File: src/rtl/imsic_pkg.sv
// Shared offsets, page geometry, queue entry layout and byte-swap helper for the IMSIC MSI router.
// A package cannot take parameters, so the entry layout is a macro the importer expands with its widths.
`define IMSIC_ENTRY_T(ID_W, FILE_W) struct packed { logic [(FILE_W)-1:0] file; logic [(ID_W)-1:0] id; }

package imsic_pkg;

    localparam int unsigned PAGE_SHIFT = 12;

    localparam logic [PAGE_SHIFT-1:0] SETEIPNUM_LE_OFF = 12'h000;
    localparam logic [PAGE_SHIFT-1:0] SETEIPNUM_BE_OFF = 12'h004;

    function automatic logic [31:0] bswap32(input logic [31:0] d);
        return {d[7:0], d[15:8], d[23:16], d[31:24]};
    endfunction

endpackage

File: src/rtl/imsic_msi_fifo.sv
// Posted-write queue: synchronous FIFO, pointers carry one extra wrap bit to tell full from empty.
module imsic_msi_fifo #(
    parameter int unsigned WIDTH = 8,
    parameter int unsigned DEPTH = 4
) (
    input  logic             i_clk,
    input  logic             ni_rst,
    input  logic             i_push,
    input  logic [WIDTH-1:0] i_wdata,
    input  logic             i_pop,
    output logic [WIDTH-1:0] o_rdata,
    output logic             o_full,
    output logic             o_empty
);

    localparam int unsigned AW = $clog2(DEPTH);

    logic [WIDTH-1:0] r_mem [DEPTH];
    logic [AW:0]      r_wptr;
    logic [AW:0]      r_rptr;
    logic             w_push;
    logic             w_pop;

    assign w_push  = i_push && !o_full;
    assign w_pop   = i_pop && !o_empty;
    assign o_empty = (r_wptr == r_rptr);
    assign o_full  = (r_wptr[AW] != r_rptr[AW]) && (r_wptr[AW-1:0] == r_rptr[AW-1:0]);
    assign o_rdata = r_mem[r_rptr[AW-1:0]];

    always_ff @(posedge i_clk or negedge ni_rst) begin
        if (!ni_rst) begin
            r_wptr <= '0;
            r_rptr <= '0;
        end else begin
            if (w_push) r_wptr <= r_wptr + 1'b1;
            if (w_pop)  r_rptr <= r_rptr + 1'b1;
        end
    end

    always_ff @(posedge i_clk) begin
        if (w_push) r_mem[r_wptr[AW-1:0]] <= i_wdata;
    end

endmodule

File: src/rtl/imsic_msi_router.sv
// Decodes MSI writes to M and S/VS interrupt-file pages, queues them, and drains one per cycle.
// Optional IMSIC_DROP_CNT_EN adds o_drop_cnt, a saturating count of writes dropped for bad identity.
module imsic_msi_router
    import imsic_pkg::*;
#(
    parameter int unsigned        NR_SRC_LEN            = 32,
    parameter int unsigned        NR_SRC                = 64,
    parameter int unsigned        NR_IMSICS             = 4,
    parameter int unsigned        NR_VS_FILES_PER_IMSIC = 1,
    parameter int unsigned        ADDR_W                = 32,
    parameter logic [ADDR_W-1:0]  M_BASE_ADDR           = ADDR_W'(32'h2400_0000),
    parameter logic [ADDR_W-1:0]  S_BASE_ADDR           = ADDR_W'(32'h2800_0000),
    parameter int unsigned        FIFO_DEPTH            = 4,
    localparam int unsigned       NR_INTP_FILES         = 2 + NR_VS_FILES_PER_IMSIC
) (
    input  logic                                                    i_clk,
    input  logic                                                    ni_rst,
    input  logic                                                    i_req_valid,
    output logic                                                    o_req_ready,
    input  logic                                                    i_req_we,
    input  logic [ADDR_W-1:0]                                       i_req_addr,
    input  logic [31:0]                                             i_req_wdata,
    output logic                                                    o_rsp_valid,
    output logic                                                    o_rsp_err,
    output logic [31:0]                                             o_rsp_rdata,
    input  logic [NR_IMSICS*NR_INTP_FILES-1:0]                      i_file_busy,
    output logic [NR_IMSICS-1:0][NR_INTP_FILES-1:0][NR_SRC_LEN-1:0] o_setipnum,
    output logic [NR_IMSICS-1:0][NR_INTP_FILES-1:0]                 o_setipnum_we
`ifdef IMSIC_DROP_CNT_EN
   ,output logic [15:0]                                             o_drop_cnt
`endif
);

    localparam int unsigned NR_FILES = NR_IMSICS * NR_INTP_FILES;
    localparam int unsigned FILE_W   = (NR_FILES > 1) ? $clog2(NR_FILES) : 1;
    localparam int unsigned NR_S     = NR_INTP_FILES - 1;
    localparam int unsigned G_W      = $clog2(NR_S);
    localparam int unsigned G        = 1 << G_W;

    typedef `IMSIC_ENTRY_T(NR_SRC_LEN, FILE_W) entry_t;
    localparam int unsigned ENTRY_W = $bits(entry_t);

    logic [ADDR_W-1:0]                  w_m_page, w_s_page, w_s_imsic, w_s_sub;
    logic                               w_m_hit, w_s_hit, w_hit;
    logic [PAGE_SHIFT-1:0]              w_off;
    logic                               w_le, w_be, w_fmt;
    logic [31:0]                        w_id32;
    logic                               w_id_ok;
    logic [FILE_W-1:0]                  w_file;
    logic                               w_accept, w_push, w_pop;
    logic                               w_full, w_empty;
    entry_t                             w_entry, w_head;
    logic [ENTRY_W-1:0]                 w_head_raw;
    logic [NR_FILES-1:0]                w_sel;
    logic                               r_ready_en;
    logic                               r_rsp_valid, r_rsp_err;
    logic [NR_FILES-1:0]                r_we;
    logic [NR_FILES-1:0][NR_SRC_LEN-1:0] r_setip;

    // M region: one page per IMSIC. S region: G pages per IMSIC, first NR_S of them populated.
    assign w_m_page  = (i_req_addr - M_BASE_ADDR) >> PAGE_SHIFT;
    assign w_s_page  = (i_req_addr - S_BASE_ADDR) >> PAGE_SHIFT;
    assign w_s_imsic = w_s_page >> G_W;
    assign w_s_sub   = w_s_page & ADDR_W'(G - 1);

    assign w_m_hit = (i_req_addr >= M_BASE_ADDR) && (w_m_page < ADDR_W'(NR_IMSICS));
    assign w_s_hit = (i_req_addr >= S_BASE_ADDR) && (w_s_imsic < ADDR_W'(NR_IMSICS))
                  && (w_s_sub < ADDR_W'(NR_S));
    assign w_hit   = w_m_hit || w_s_hit;

    always_comb begin
        w_file = '0;
        if (w_m_hit)
            w_file = FILE_W'(w_m_page * ADDR_W'(NR_INTP_FILES));
        else if (w_s_hit)
            w_file = FILE_W'(w_s_imsic * ADDR_W'(NR_INTP_FILES) + w_s_sub + ADDR_W'(1));
    end

    assign w_off   = i_req_addr[PAGE_SHIFT-1:0];
    assign w_le    = (w_off == SETEIPNUM_LE_OFF);
    assign w_be    = (w_off == SETEIPNUM_BE_OFF);
    assign w_fmt   = w_le || w_be;
    assign w_id32  = w_be ? bswap32(i_req_wdata) : i_req_wdata;
    assign w_id_ok = (w_id32 != '0) && (w_id32 < 32'(NR_SRC));

    assign o_req_ready = r_ready_en && !w_full;
    assign w_accept    = i_req_valid && o_req_ready;
    assign w_push      = w_accept && i_req_we && w_hit && w_fmt && w_id_ok;
    assign w_entry     = '{file: w_file, id: NR_SRC_LEN'(w_id32)};

    imsic_msi_fifo #(
        .WIDTH (ENTRY_W),
        .DEPTH (FIFO_DEPTH)
    ) u_fifo (
        .i_clk   (i_clk),
        .ni_rst  (ni_rst),
        .i_push  (w_push),
        .i_wdata (w_entry),
        .i_pop   (w_pop),
        .o_rdata (w_head_raw),
        .o_full  (w_full),
        .o_empty (w_empty)
    );

    // Head-of-line: a busy target holds back everything behind it.
    assign w_head = w_head_raw;
    assign w_pop  = !w_empty && !i_file_busy[w_head.file];

    for (genvar f = 0; f < NR_FILES; f++) begin : g_sel
        assign w_sel[f] = w_pop && (w_head.file == FILE_W'(f));
    end

    always_ff @(posedge i_clk or negedge ni_rst) begin
        if (!ni_rst) begin
            r_ready_en  <= 1'b0;
            r_rsp_valid <= 1'b0;
            r_rsp_err   <= 1'b0;
            r_we        <= '0;
            r_setip     <= '0;
        end else begin
            r_ready_en  <= 1'b1;
            r_rsp_valid <= w_accept;
            r_rsp_err   <= w_accept && !w_hit;
            r_we        <= w_sel;
            for (int f = 0; f < NR_FILES; f++)
                r_setip[f] <= w_sel[f] ? w_head.id : '0;
        end
    end

    assign o_rsp_valid   = r_rsp_valid;
    assign o_rsp_err     = r_rsp_err;
    assign o_rsp_rdata   = '0;
    assign o_setipnum_we = r_we;
    assign o_setipnum    = r_setip;

`ifdef IMSIC_DROP_CNT_EN
    logic        w_drop;
    logic [15:0] r_drop_cnt;

    assign w_drop = w_accept && i_req_we && w_hit && w_fmt && !w_id_ok;

    always_ff @(posedge i_clk or negedge ni_rst) begin
        if (!ni_rst)
            r_drop_cnt <= '0;
        else if (w_drop && (r_drop_cnt != 16'hFFFF))
            r_drop_cnt <= r_drop_cnt + 16'd1;
    end

    assign o_drop_cnt = r_drop_cnt;
`endif

endmodule

File: config.mk
export PLATFORM = sky130hd
export DESIGN_NAME = imsic_msi_router
export DESIGN_NICKNAME = d
export VERILOG_FILES = /design/src/rtl/imsic_pkg.sv /design/src/rtl/imsic_msi_fifo.sv /design/src/rtl/imsic_msi_router.sv
export SDC_FILE = /design/constraint.sdc
export NUM_CORES = 1
export LEC_CHECK = 0
export ABC_AREA = 1
export BUFFER_PORTS_ARGS = -buffer_cell sky130_fd_sc_hd__buf_4
export CAP_MARGIN = 25
export CORE_MARGIN = 4
export CORE_UTILIZATION = 40
export DETAILED_ROUTE_END_ITERATION = 16
export PLACE_DENSITY_LB_ADDON = 0.05
export SETUP_SLACK_MARGIN = 0.02
export SYNTH_ARGS = -nofsm -noshare
export SYNTH_HDL_FRONTEND = slang
export SYNTH_SLANG_ARGS = --single-unit
File: constraint.sdc
create_clock -name i_clk -period 3.3 [get_ports i_clk]
set_clock_uncertainty 0.15 [all_clocks]
set_input_delay 0.66 -clock i_clk [delete_from_list [all_inputs] [get_ports i_clk]]
set_output_delay 0.66 -clock i_clk [all_outputs]
set_load 0.1 [all_outputs]
==> impl_metrics.tcl <==
set metrics [dict create \
    clockRootBuffer "clkbuf_16" \
    setup_viol 0 \
    maxSlewViolCount 0 \
    ys.flop_type "dfrtp_1" \
    overflow 0 \
    initial_utilization_pct 40.8 \
    setup_ws_ns 0.303 \
    timing.setup.tns_ns 0 \
    mappedNetlistArea_um2 19600 \
    die_x_um 229 \
    n_fill_cell 4178 \
    min-delay-path-class "in2reg" \
    r2r-start "u_fifo.r_rptr[0]$_DFFE_PN0P_" \
    reg2reg_slack_ns 0.30 \
    ys_seq_area_share_pct 73.8 \
    cts_max_level 2 \
    ys_seq_elements 549 \
    worstPathRequired_ns 3.63 \
    core_um2 48000 \
    clockBufferDepth 3 \
    cp_max_fo 27 \
    cts_made_buffers 56 \
    grt_pass1_wl_um 91000 \
    grt_pass1_vias 13200 \
    ff2ff_path_depth 14 \
    min_from "i_req_valid" \
    p_seq_share_pct 32.8 \
    cts_resized 0 \
    drive_gt1_share_pct 31.3 \
    cts_setup_buffers 0 \
    drc 0 \
    areaGrowthSynthToFinish_pct 31.9 \
    rsz0062_at_grt "no" \
    drtIter0Drc 950 \
    mostFrequentLayoutCell "buf_4" \
    clock_power_share_pct 25.8 \
    regArea_um2 14500 \
    p_sw_share_pct 46.2 \
    io-pin-count 511 \
    syn_inst 1638 \
    io_buffers 478 \
    wirelength_um 61500 \
    fmax_mhz 334 \
    start_kind "flip-flop" \
    grt_max_degree 83 \
    die_h_um 229 \
    combPwrFrac_pct 41.5 \
    p_leak_nw 13.3 \
    arrival_ns 3.33 \
    p_int_w 0.0128 \
    diodes 0 \
    fin_nets 2246 \
    total_power_w 0.0238 \
    drv_cap 0 \
    postSynth.asyncResetShare_pct 73.8 \
    final_cell_mix "buf_4, nor2_1, dfrtp_1" \
    fin_crit_sh_pct 90.8 \
    gp_congestion 0.893 \
    hold_depth 3 \
    vias 13400 \
    syn_area_per_cell_um2 12.0 \
    vias_per_cell 4.77 \
    yosys_warnings 0 \
    hold_viol 0 \
    cts_tree "yes" \
    place_ws_ns -0.0772 \
    hold_buffers 1 \
    cts.sinks 549 \
    synth_edf_count 144 \
    ant_nets 0 \
    multiInputGateArea_um2 4160 \
    worst_slew_pin_slew_ns 0.813 \
    clock_latency_ns 0.59 \
    p_sw_w 0.0110 \
    clk_pin_slew_ns 0.06 \
    ir_drop_mv 0.473 \
    whs_endpoint "o_rsp_err$_DFF_PN0_" \
    avgRoutedWirePerCell_um 21.9 \
    track_usage_pct 23.0 \
    yosys.cell_types.count 33 \
    status "finished clean" \
    rows 80 \
    dr.pass1.iters 6 \
    crit_path_end_kind "flip-flop" \
    path_class "reg2reg" \
    fin_crit_ns 3.00 \
    grt_antenna_before_repair 0 \
    powerDensity_nw_per_um2 921 \
    die_area_um2 52600 \
    timing.rr.end "o_setipnum[33]$_DFF_PN0_" \
    slew_headroom_pct 45.8 \
    dp_hpwl_um 44100 \
]
==> worst max-delay path, cell delays in order (launching register included) <==
cell and delay, ns:
dfrtp_2 0.40, buf_4 0.30, nand2_1 0.10, nand3_1 0.11, nand2_2 0.09, nand2_2 0.12
inv_2 0.07, nand2_1 0.06, nand4_1 0.17, nand2_1 0.12, nand2_1 0.10, nor2_4 0.42
nand2_1 0.18, buf_4 0.27, nor2_1 0.22
==> cell type report <==
type                       instances  share of cell area [%]
multi-input combinational        904                    16.1
clock buffer                      87                    6.52
inverter                          86                    1.26
sequential                       549                    55.9
timing repair buffer             551                    16.8
tap                              615                    2.98
clock inverter                    12                   0.436
==> routing by layer <==
metal	GRT usage (%)	routed length [um]	vias to the layer above
met1	31.6	26700	6722
met3	4.39	3070	80
met5	0	0	-
met4	5.93	1520	0
li1	-	-	6142
met2	37.8	30300	436
==> metrics by stage <==
step,cells,hold WS [ns],instance area [um^2],util (%)
2_1_floorplan,1669,0.214,19700,-
5_1_grt,2804,0.175,25900,53.8
3_5_place_dp,2704,0.399,24000,50.0
3_3_place_gp,2704,0.390,24000,50.0
6_report,2804,0.181,25900,53.8
4_1_cts,2804,0.147,25900,53.8
==> power by group through the flow <==
stage | Sequential (W) | Clock [W] | Combinational (W)
final | 0.00780 | 0.00613 | 0.00987
after floorplan | 0.0121 | 0 | 0.00293
after global placement | 0.00793 | 0 | 0.00991
after global routing | 0.00785 | 0.00654 | 0.0104
after CTS | 0.00781 | 0.00627 | 0.00996
after detailed placement | 0.00793 | 0 | 0.00995
==> synth_stat cells, types with 5 or more instances <==
cell	n	area (um^2)
nand4_1	12	75.1
edfxtp_1	144	4320
o21ai_0	15	75.1
a32o_1	32	320
nor2_1	411	1540
a21oi_1	36	180
buf_4	33	248
ha_1	16	200
buf_1	6	22.5
o21ai_1	9	45.0
nand3_1	36	180
nand2_1	237	890
buf_6	19	214
inv_1	84	315
buf_2	25	125
clkbuf_1	47	176
nor3_1	5	25.0
nor2_2	32	200
nand2_4	5	56.3
dfrtp_1	405	10100
==> registers in the layout (all words and copies together) (netlist names) <==
signal,flops
r_ready_en,1
o_setipnum_we,12
u_fifo.r_rptr,3
o_rsp_err,1
u_fifo.r_wptr,3
o_rsp_valid,1
u_fifo.r_mem,144
o_setipnum,384
==> cells by family after synthesis <==
| group | Yosys count | share of synthesized area, % |
|---|---|---|
| other cells | 2 | 0.0383 |
| flops | 549 | 73.8 |
| xor+xnor | 8 | 0.358 |
| buf+inv | 216 | 5.66 |
| compound gates | 96 | 3.33 |
| fa+ha+maj | 18 | 1.23 |
| simple gates | 749 | 15.6 |
==> worst max path at each step <==
stage                                 start                       endpoint  slack (ns)  depth (start not counted)
5_1_grt        u_fifo.r_rptr[0]$_DFFE_PN0P_       o_setipnum[33]$_DFF_PN0_        0.09                         14
6_report       u_fifo.r_rptr[0]$_DFFE_PN0P_       o_setipnum[33]$_DFF_PN0_        0.30                         14
4_1_cts        u_fifo.r_rptr[0]$_DFFE_PN0P_       o_setipnum[33]$_DFF_PN0_        0.24                         14
3_3_place_gp                 i_req_addr[27]  u_fifo.r_mem[2][28]$_DFFE_PP_        0.07                         16
2_1_floorplan                 i_req_addr[1]   u_fifo.r_mem[0][0]$_DFFE_PP_       -0.31                         12
3_5_place_dp                 i_req_addr[27]  u_fifo.r_mem[2][30]$_DFFE_PP_       -0.08                         16
(Power assumes the default switching activity.)
